### src/rtl/msi001_pkg.sv
// Shared MSI001 definitions: sequencer state encoding, serializer word width
// and the default register words used to bring the tuner up.
package msi001_pkg;

    localparam int MSI001_WORD_W = 24;

    localparam logic [2:0] ST_IDLE  = 3'd0;
    localparam logic [2:0] ST_FETCH = 3'd1;
    localparam logic [2:0] ST_LOAD  = 3'd2;
    localparam logic [2:0] ST_WAIT  = 3'd3;
    localparam logic [2:0] ST_GAP   = 3'd4;
    localparam logic [2:0] ST_DONE  = 3'd5;
    localparam logic [2:0] ST_ERR   = 3'd6;

    localparam logic [MSI001_WORD_W-1:0] MSI001_CFG_WORD0 = 24'hEBAEAB;
    localparam logic [MSI001_WORD_W-1:0] MSI001_CFG_WORD1 = 24'h09AFAB;
    localparam logic [MSI001_WORD_W-1:0] MSI001_CFG_WORD2 = 24'h123456;

endpackage

### src/rtl/msi001_cfg_sequencer.sv
// Walks an external register-word table and feeds each word to msi001_spi,
// waiting for its completion, spacing words by a gap and trapping a hung serializer.
module msi001_cfg_sequencer
    import msi001_pkg::*;
#(
    parameter int DATA_W         = MSI001_WORD_W,
    parameter int ADDR_W         = 4,
    parameter int GAP_CYCLES     = 8,
    parameter int TIMEOUT_CYCLES = 4096
) (
    input  logic              clk,
    input  logic              rst,
    input  logic              start,
    input  logic              abort,
    input  logic [ADDR_W:0]   num_words,
    output logic              busy,
    output logic              done,
    output logic              err,
    output logic [ADDR_W-1:0] err_idx,
    output logic [ADDR_W-1:0] tbl_addr,
    input  logic [DATA_W-1:0] tbl_data,
    output logic [DATA_W-1:0] spi_data,
    output logic              spi_start,
    input  logic              spi_complete,
    output logic [2:0]        dbg_state
);

    localparam int TMR_W = $clog2(TIMEOUT_CYCLES);
    localparam int GAP_W = $clog2(GAP_CYCLES + 1);

    localparam logic [ADDR_W:0]  MAX_WORDS = {1'b1, {ADDR_W{1'b0}}};
    localparam logic [ADDR_W:0]  ONE_WORD  = (ADDR_W + 1)'(1);
    localparam logic [TMR_W-1:0] TMR_LAST  = TMR_W'(TIMEOUT_CYCLES - 1);
    localparam logic [GAP_W-1:0] GAP_LAST  = GAP_W'(GAP_CYCLES - 1);

    logic [2:0]        state;
    logic [ADDR_W:0]   n;
    logic [ADDR_W-1:0] idx;
    logic [TMR_W-1:0]  timer;
    logic [GAP_W-1:0]  gap_cnt;
    logic [ADDR_W:0]   n_sat;
    logic              last_word;

    assign n_sat     = (num_words > MAX_WORDS) ? MAX_WORDS : num_words;
    assign last_word = ({1'b0, idx} == (n - ONE_WORD));
    assign dbg_state = state;

    // Serializer handshake: spi_start is a one-cycle load pulse with spi_data
    // already valid and held through WAIT; spi_complete is a one-cycle pulse
    // that is only honoured while in WAIT, so stray or late pulses are dropped.
    always_ff @(posedge clk) begin
        if (rst) begin
            state     <= ST_IDLE;
            n         <= '0;
            idx       <= '0;
            timer     <= '0;
            gap_cnt   <= '0;
            busy      <= 1'b0;
            done      <= 1'b0;
            err       <= 1'b0;
            err_idx   <= '0;
            tbl_addr  <= '0;
            spi_data  <= '0;
            spi_start <= 1'b0;
        end else begin
            done      <= 1'b0;
            err       <= 1'b0;
            spi_start <= 1'b0;
            if (abort && (state != ST_IDLE)) begin
                state <= ST_IDLE;
                busy  <= 1'b0;
            end else begin
                case (state)
                    ST_IDLE: begin
                        if (start) begin
                            busy    <= 1'b1;
                            n       <= n_sat;
                            idx     <= '0;
                            err_idx <= '0;
                            if (num_words == '0) begin
                                state <= ST_DONE;
                            end else begin
                                tbl_addr <= '0;
                                state    <= ST_FETCH;
                            end
                        end
                    end
                    ST_FETCH: state <= ST_LOAD;
                    ST_LOAD: begin
                        spi_data  <= tbl_data;
                        spi_start <= 1'b1;
                        timer     <= '0;
                        state     <= ST_WAIT;
                    end
                    ST_WAIT: begin
                        if (spi_complete) begin
                            if (last_word) begin
                                state <= ST_DONE;
                            end else begin
                                idx     <= idx + ADDR_W'(1);
                                gap_cnt <= '0;
                                state   <= ST_GAP;
                            end
                        end else if (timer == TMR_LAST) begin
                            state <= ST_ERR;
                        end else begin
                            timer <= timer + TMR_W'(1);
                        end
                    end
                    ST_GAP: begin
                        if (gap_cnt == GAP_LAST) begin
                            tbl_addr <= idx;
                            state    <= ST_FETCH;
                        end else begin
                            gap_cnt <= gap_cnt + GAP_W'(1);
                        end
                    end
                    ST_DONE: begin
                        done  <= 1'b1;
                        busy  <= 1'b0;
                        state <= ST_IDLE;
                    end
                    ST_ERR: begin
                        err     <= 1'b1;
                        err_idx <= idx;
                        busy    <= 1'b0;
                        state   <= ST_IDLE;
                    end
                    default: begin
                        busy  <= 1'b0;
                        state <= ST_IDLE;
                    end
                endcase
            end
        end
    end

endmodule
### config.mk
export PLATFORM = sky130hd
export DESIGN_NAME = msi001_cfg_sequencer
export DESIGN_NICKNAME = d
export VERILOG_FILES = /design/src/rtl/msi001_pkg.sv /design/src/rtl/msi001_cfg_sequencer.sv
export SDC_FILE = /design/constraint.sdc
export NUM_CORES = 1
export LEC_CHECK = 0
export CELL_PAD_IN_SITES_DETAIL_PLACEMENT = 0
export CELL_PAD_IN_SITES_GLOBAL_PLACEMENT = 1
export CORE_UTILIZATION = 30
export CTS_CLUSTER_DIAMETER = 100
export CTS_CLUSTER_SIZE = 28
export DETAILED_ROUTE_END_ITERATION = 10
export PLACE_DENSITY_LB_ADDON = 0.1
export SYNTH_ARGS = -nofsm -noshare
export SYNTH_HDL_FRONTEND = slang
export SYNTH_SLANG_ARGS = --single-unit
### constraint.sdc
create_clock -name clk -period 5.55 [get_ports clk]
set_clock_uncertainty 0.1 [all_clocks]
set_input_delay 0.555 -clock clk [delete_from_list [all_inputs] [get_ports clk]]
set_output_delay 0.555 -clock clk [all_outputs]
set_load 0.02 [all_outputs]
; Word level (Yosys, flattened, before mapping)
; Cells that the tools add are included.
[word_totals]
output_inout_bits = 39
in_bits = 34
regBits = 64
[classes]
n_eq_ne = 18
magnitude_cmp = 1
n_bitwise = 2
mux = 29
n_reduce_logical = 20
n_addsub = 4
[op_table]
columns = operator, n
row1 = $mux W4, 9
row2 = $pmux W4 S2, 4
row3 = $mux W12, 2
row4 = $pmux W12 S2, 1
row5 = $ne A2 B2 Y1 const B, 8
row6 = $mux W3, 5
row7 = $pmux W3 S5, 1
row8 = $reduce_and A5 Y1, 3
row9 = $add A12 B1 Y12 const B, 1
row10 = $eq A12 B12 Y1 const B, 1
row11 = $reduce_bool A2 Y1, 5
row12 = $eq A3 B3 Y1 const B, 3
row13 = $reduce_and A3 Y1, 3
row14 = $add A4 B1 Y4 const B, 2
row15 = $eq A3 B2 Y1 const B, 2
row16 = $eq A4 B5 Y1, 1
row17 = $gt A5 B5 Y1 const B, 1
row18 = $logic_not A5 Y1, 1
row19 = $mux W1, 5
row20 = $mux W5, 1
row21 = $sub A5 B1 Y5 const B, 1
row22 = $eq A4 B3 Y1 const B, 1
row23 = $reduce_and A2 Y1, 2
row24 = $reduce_and A4 Y1, 1
row25 = 9 further kinds, 10

; Depth between registers and ports, before layout
[depth]
ltp_word = 5
mapped_depth = 8
mapped_depth_nobuf = 8

; Worst setup path before layout
; No wires, ideal clock.
[synth_path]
path_kind = reg-to-reg
from = register state[2] (netlist: dbg_state[2])
to = register gap_cnt[2]
n_path_buf = 1
period_less_slack_ns = 2.283
setup_time_ns = 0.117
arrival_ns = 2.065
path_slack_ns = 3.267
t_required_ns = 5.333
path_stages_with_launch = 8
cell_sequence = dfxtp_1 > buf_4 > or3b_4 > a21o_4 > nor3b_1 > a221oi_4 > o21ai_1 > a32o_1
[synth_via]
elab_chain_len = 4
word_cells_on_any_way = 11
classes_between = eq/ne (5) / mux (1) / bitwise (1) / reduce/logical (4)
[synth_rtl]
columns = element, line
row1 = "start, declared", msi001_cfg_sequencer.sv:36  ; logic [2:0] state;
row2 = "start signal, assigned", msi001_cfg_sequencer.sv:53  ; state <= ST_IDLE;
row3 = "start signal, assigned", msi001_cfg_sequencer.sv:70  ; state <= ST_IDLE;
row4 = "start signal, assigned", msi001_cfg_sequencer.sv:81  ; state <= ST_DONE;
row5 = "parallel branches: the longest is 4 deep, another holds $reduce_and A5 Y1", n/a
row6 = "end signal, assigned", msi001_cfg_sequencer.sv:115  ; gap_cnt <= gap_cnt + GAP_W'(1);
row7 = "end, declared", msi001_cfg_sequencer.sv:40  ; logic [GAP_W-1:0] gap_cnt;
; Parallel ways; which one is timed is not known.
; A chain may end at the register's enable or synchronous reset.

; Final worst setup path
[layout_path]
from = input abort
to = register timer[11]
[layout_via]
elab_chain_len = 3
[layout_rtl]
columns = element, line
row1 = "start, declared", msi001_cfg_sequencer.sv:14  ; input logic abort,
row2 = $logic_and A1 B1 Y1, msi001_cfg_sequencer.sv:69  ; if (abort && (state != ST_IDLE)) begin
row3 = $not A1 Y1 (no line), n/a
row4 = $reduce_and A4 Y1 (no line), n/a
row5 = "end signal, assigned", msi001_cfg_sequencer.sv:107  ; timer <= timer + TMR_W'(1);
row6 = "end, declared", msi001_cfg_sequencer.sv:39  ; logic [TMR_W-1:0] timer;
; No other way between the ends.

==> impl_metrics.json <==
{
  "outcome": "finished clean",
  "post_cts_buffers": 0,
  "worstPathRequired_ns": 5.71,
  "rows": 35,
  "syn-num-nets": 374,
  "worst-setup-path-type": "input port to register",
  "final_nets": 440,
  "synthMuxAreaShare": 0.03240,
  "grt_max_degree": 48,
  "final_cell_mix": "clkdlybuf4s50_1, nand2_1, dfxtp_1, a21oi_1, nor2_1",
  "max_stage_delay_ns": 0.71,
  "r2r_start": "dbg_state[2]$_SDFFE_PP0P_",
  "area_growth_pct": 34.84,
  "path_cells": "clkdlybuf4s50_1 -> nor2b_1 -> nand2_1 -> nand2_1 -> a21oi_1",
  "initial_core_util": 0.3080,
  "gr-usage-all-layers": 0.1502,
  "syn_area_sq_um": 2819,
  "worst_setup_path_end_kind": "register",
  "cts_buffer_depth": 2,
  "worstSetupStartpointType": "input port",
  "vias": 2492,
  "cp_data_arrival_time_ns": 2.80,
  "synth_edf_count": 0,
  "cts_buffers": 9,
  "antenna_cells": 0,
  "viasPerCell": 4.811,
  "first_pass_iters": 4,
  "grt_antenna_before_repair": 0,
  "drc_errors": 0,
  "maxSlewViolCount": 0,
  "die_area_sq_um": 9788,
  "ys_async_sr_fraction": 0,
  "synth-seq-cells": 64,
  "yosysTopAreaCellShare": 0.4545,
  "drt_wl_total_um": 7017,
  "fmax_ghz": 0.3782,
  "fin_area_sq_um": 3801,
  "synthAdderAreaFrac": 0.01775,
  "netlist-cell-type-count": 47,
  "htreeDepth": 3,
  "finalSetupViolations": 0,
  "synthTopCellsByArea": "dfxtp_1, nand2_1, a21oi_1, nor2_1, mux2i_1",
  "drt-wirelength-per-cell_um": 13.55,
  "gp_congestion": 0.7507,
  "fin_crit_sh": 0.4764,
  "hp-start": "spi_data[3]$_SDFFE_PP0P_",
  "fp.dieW_um": 98.94,
  "rsz0062_at_grt": "no",
  "grt_pass1_vias": 2326,
  "place_area_sq_um": 3613,
  "ys.flop_type": "dfxtp_1",
  "p_leak_nw": 1.334,
  "max_cap_violations": 0,
  "ys_seq_area_frac": 0.4545,
  "synth_top_family_by_area": "simple AND/OR/NAND/NOR gates",
  "synth_area_per_cell_sq_um": 8.390,
  "drive_above_1_share": 0.06143,
  "io-pin-count": 73,
  "synth-warning-count": 0,
  "min_period_ns": 2.644,
  "synth_top_cell_by_area": "dfxtp_1",
  "synth_compound_area_frac": 0.1465,
  "drt_iter0_drc": 124,
  "clkTransAtPathRegs_ns": 0.08,
  "hp-class": "register to register",
  "grt_pass1_wl_um": 11450,
  "dieHeight_um": 98.94,
  "final_common_cell": "clkdlybuf4s50_1",
  "synth_xor_xnor_area_share": 0.04350,
  "ant_nets": 0,
  "vdd_drop_max_mv": 0.09919,
  "critPathLaunch": "abort",
  "worst-path-max-fanout": 25,
  "cts_root_buffer": "clkbuf_8",
  "ctsResizeCount": 0,
  "cpMaxStageDelayCell": "nand2_1",
  "overflow": 0,
  "powerDensity_nw_per_um2": 262.0,
  "worst_pin_slew_ns": 0.9508,
  "clock_latency_ns": 0.34,
  "cts_tree": "done",
  "hold_viol": 0,
  "synthCells": 336,
  "cp_common_cell": "nand2_1",
  "dp.final_hpwl_um": 4764,
  "ctsHoldBuffers": 0,
  "synthSimpleGateAreaFrac": 0.2743,
  "cts_sinks": 64,
  "setup_tns_ns": 0,
  "port-buffer-count": 72,
  "max-slew-margin-rel": 0.3646,
  "coreArea_sq_um": 9153
}
-- sequential cells by signal (all words and copies together) (netlist names), 3 cells and up --
name       flops
timer         12
dbg_state      3
gap_cnt        4
idx            4
err_idx        4
tbl_addr       4
spi_data      24
n              5
-- report_power, final --
group          switching (mW)  total (mW)  internal [mW]  leakage [nW]
clock                   0.184       0.389          0.205        0.0920
sequential             0.0156       0.486          0.470         0.517
combinational          0.0643       0.121         0.0572         0.725
total                   0.264       0.996          0.732          1.33
-- layer usage --
layer | part of all wire | vias up | global-route usage | wire length, um
met5 | 0 | - | 0 | 0
met4 | 0.014 | 0 | 0.06200 | 99
met3 | 0.036 | 9 | 0.04113 | 256
met2 | 0.46 | 37 | 0.2394 | 3211
met1 | 0.49 | 1153 | 0.1916 | 3449
li1 | - | 1293 | - | -
-- path summary, 6_finish.rpt --
path | to | slack, ns | depth (start not counted)
max | timer[11]$_SDFFE_PP0P_ | 2.91 | 5
min | spi_data[3]$_SDFFE_PP0P_ | 0.35 | 2
max reg2reg | gap_cnt[2]$_SDFFE_PP0P_ | 2.96 | 6
min reg2reg | spi_data[3]$_SDFFE_PP0P_ | 0.35 | 2
-- cell families (layout without fill, tap and decap cells) --
family,Yosys count,after routing
simple gates,156,156
compound gates,67,67
flops,64,64
fa+ha+maj,4,4
buf+inv,22,93
xor+xnor,14,14
mux,9,9
-- per-stage QoR --
stage                     utilization  std cells  setup WS, ns  hold WS, ns  power, mW
after floorplan                     -        336         3.267       0.3450     0.5604
after global placement         0.3948        502         2.624       0.3413     0.6186
after detailed placement       0.3948        502         2.519       0.3476     0.6189
after CTS                      0.4153        518         2.881       0.3582      1.008
after global routing           0.4153        518         2.650       0.3739      1.043
final                          0.4153        518         2.906       0.3532     0.9959
-- cell usage after synthesis, types with 3 or more instances --
library cell	count
a21oi_1	39
and2_1	9
and3_1	6
and4_1	4
clkbuf_1	16
dfxtp_1	64
ha_1	4
inv_1	4
mux2i_1	8
nand2_1	69
nand3_1	9
nand3b_1	6
nand4b_1	3
nor2_1	26
nor2b_1	3
nor3_1	5
nor3b_1	3
o21ai_0	10
or3_1	4
xnor2_1	8
xor2_1	6
-- worst max-delay path, delay by kind of cell --
family	cells	cell delay, ns
buffers and inverters	1	0.67
AOI/OAI and AO/OA	1	0.25
and+or+nand+nor	3	1.31
-- cell type report --
cell class              instances  area [sq um]
clock inverters                 6         60.06
multi-input cells             250          1455
flip-flops and latches         64          1281
well taps                     111         138.9
fillers                       943          5351
inverters                       4         15.01
clock buffers                  10         127.6
repair buffers                 73         723.2
(Power assumes the default switching activity.)
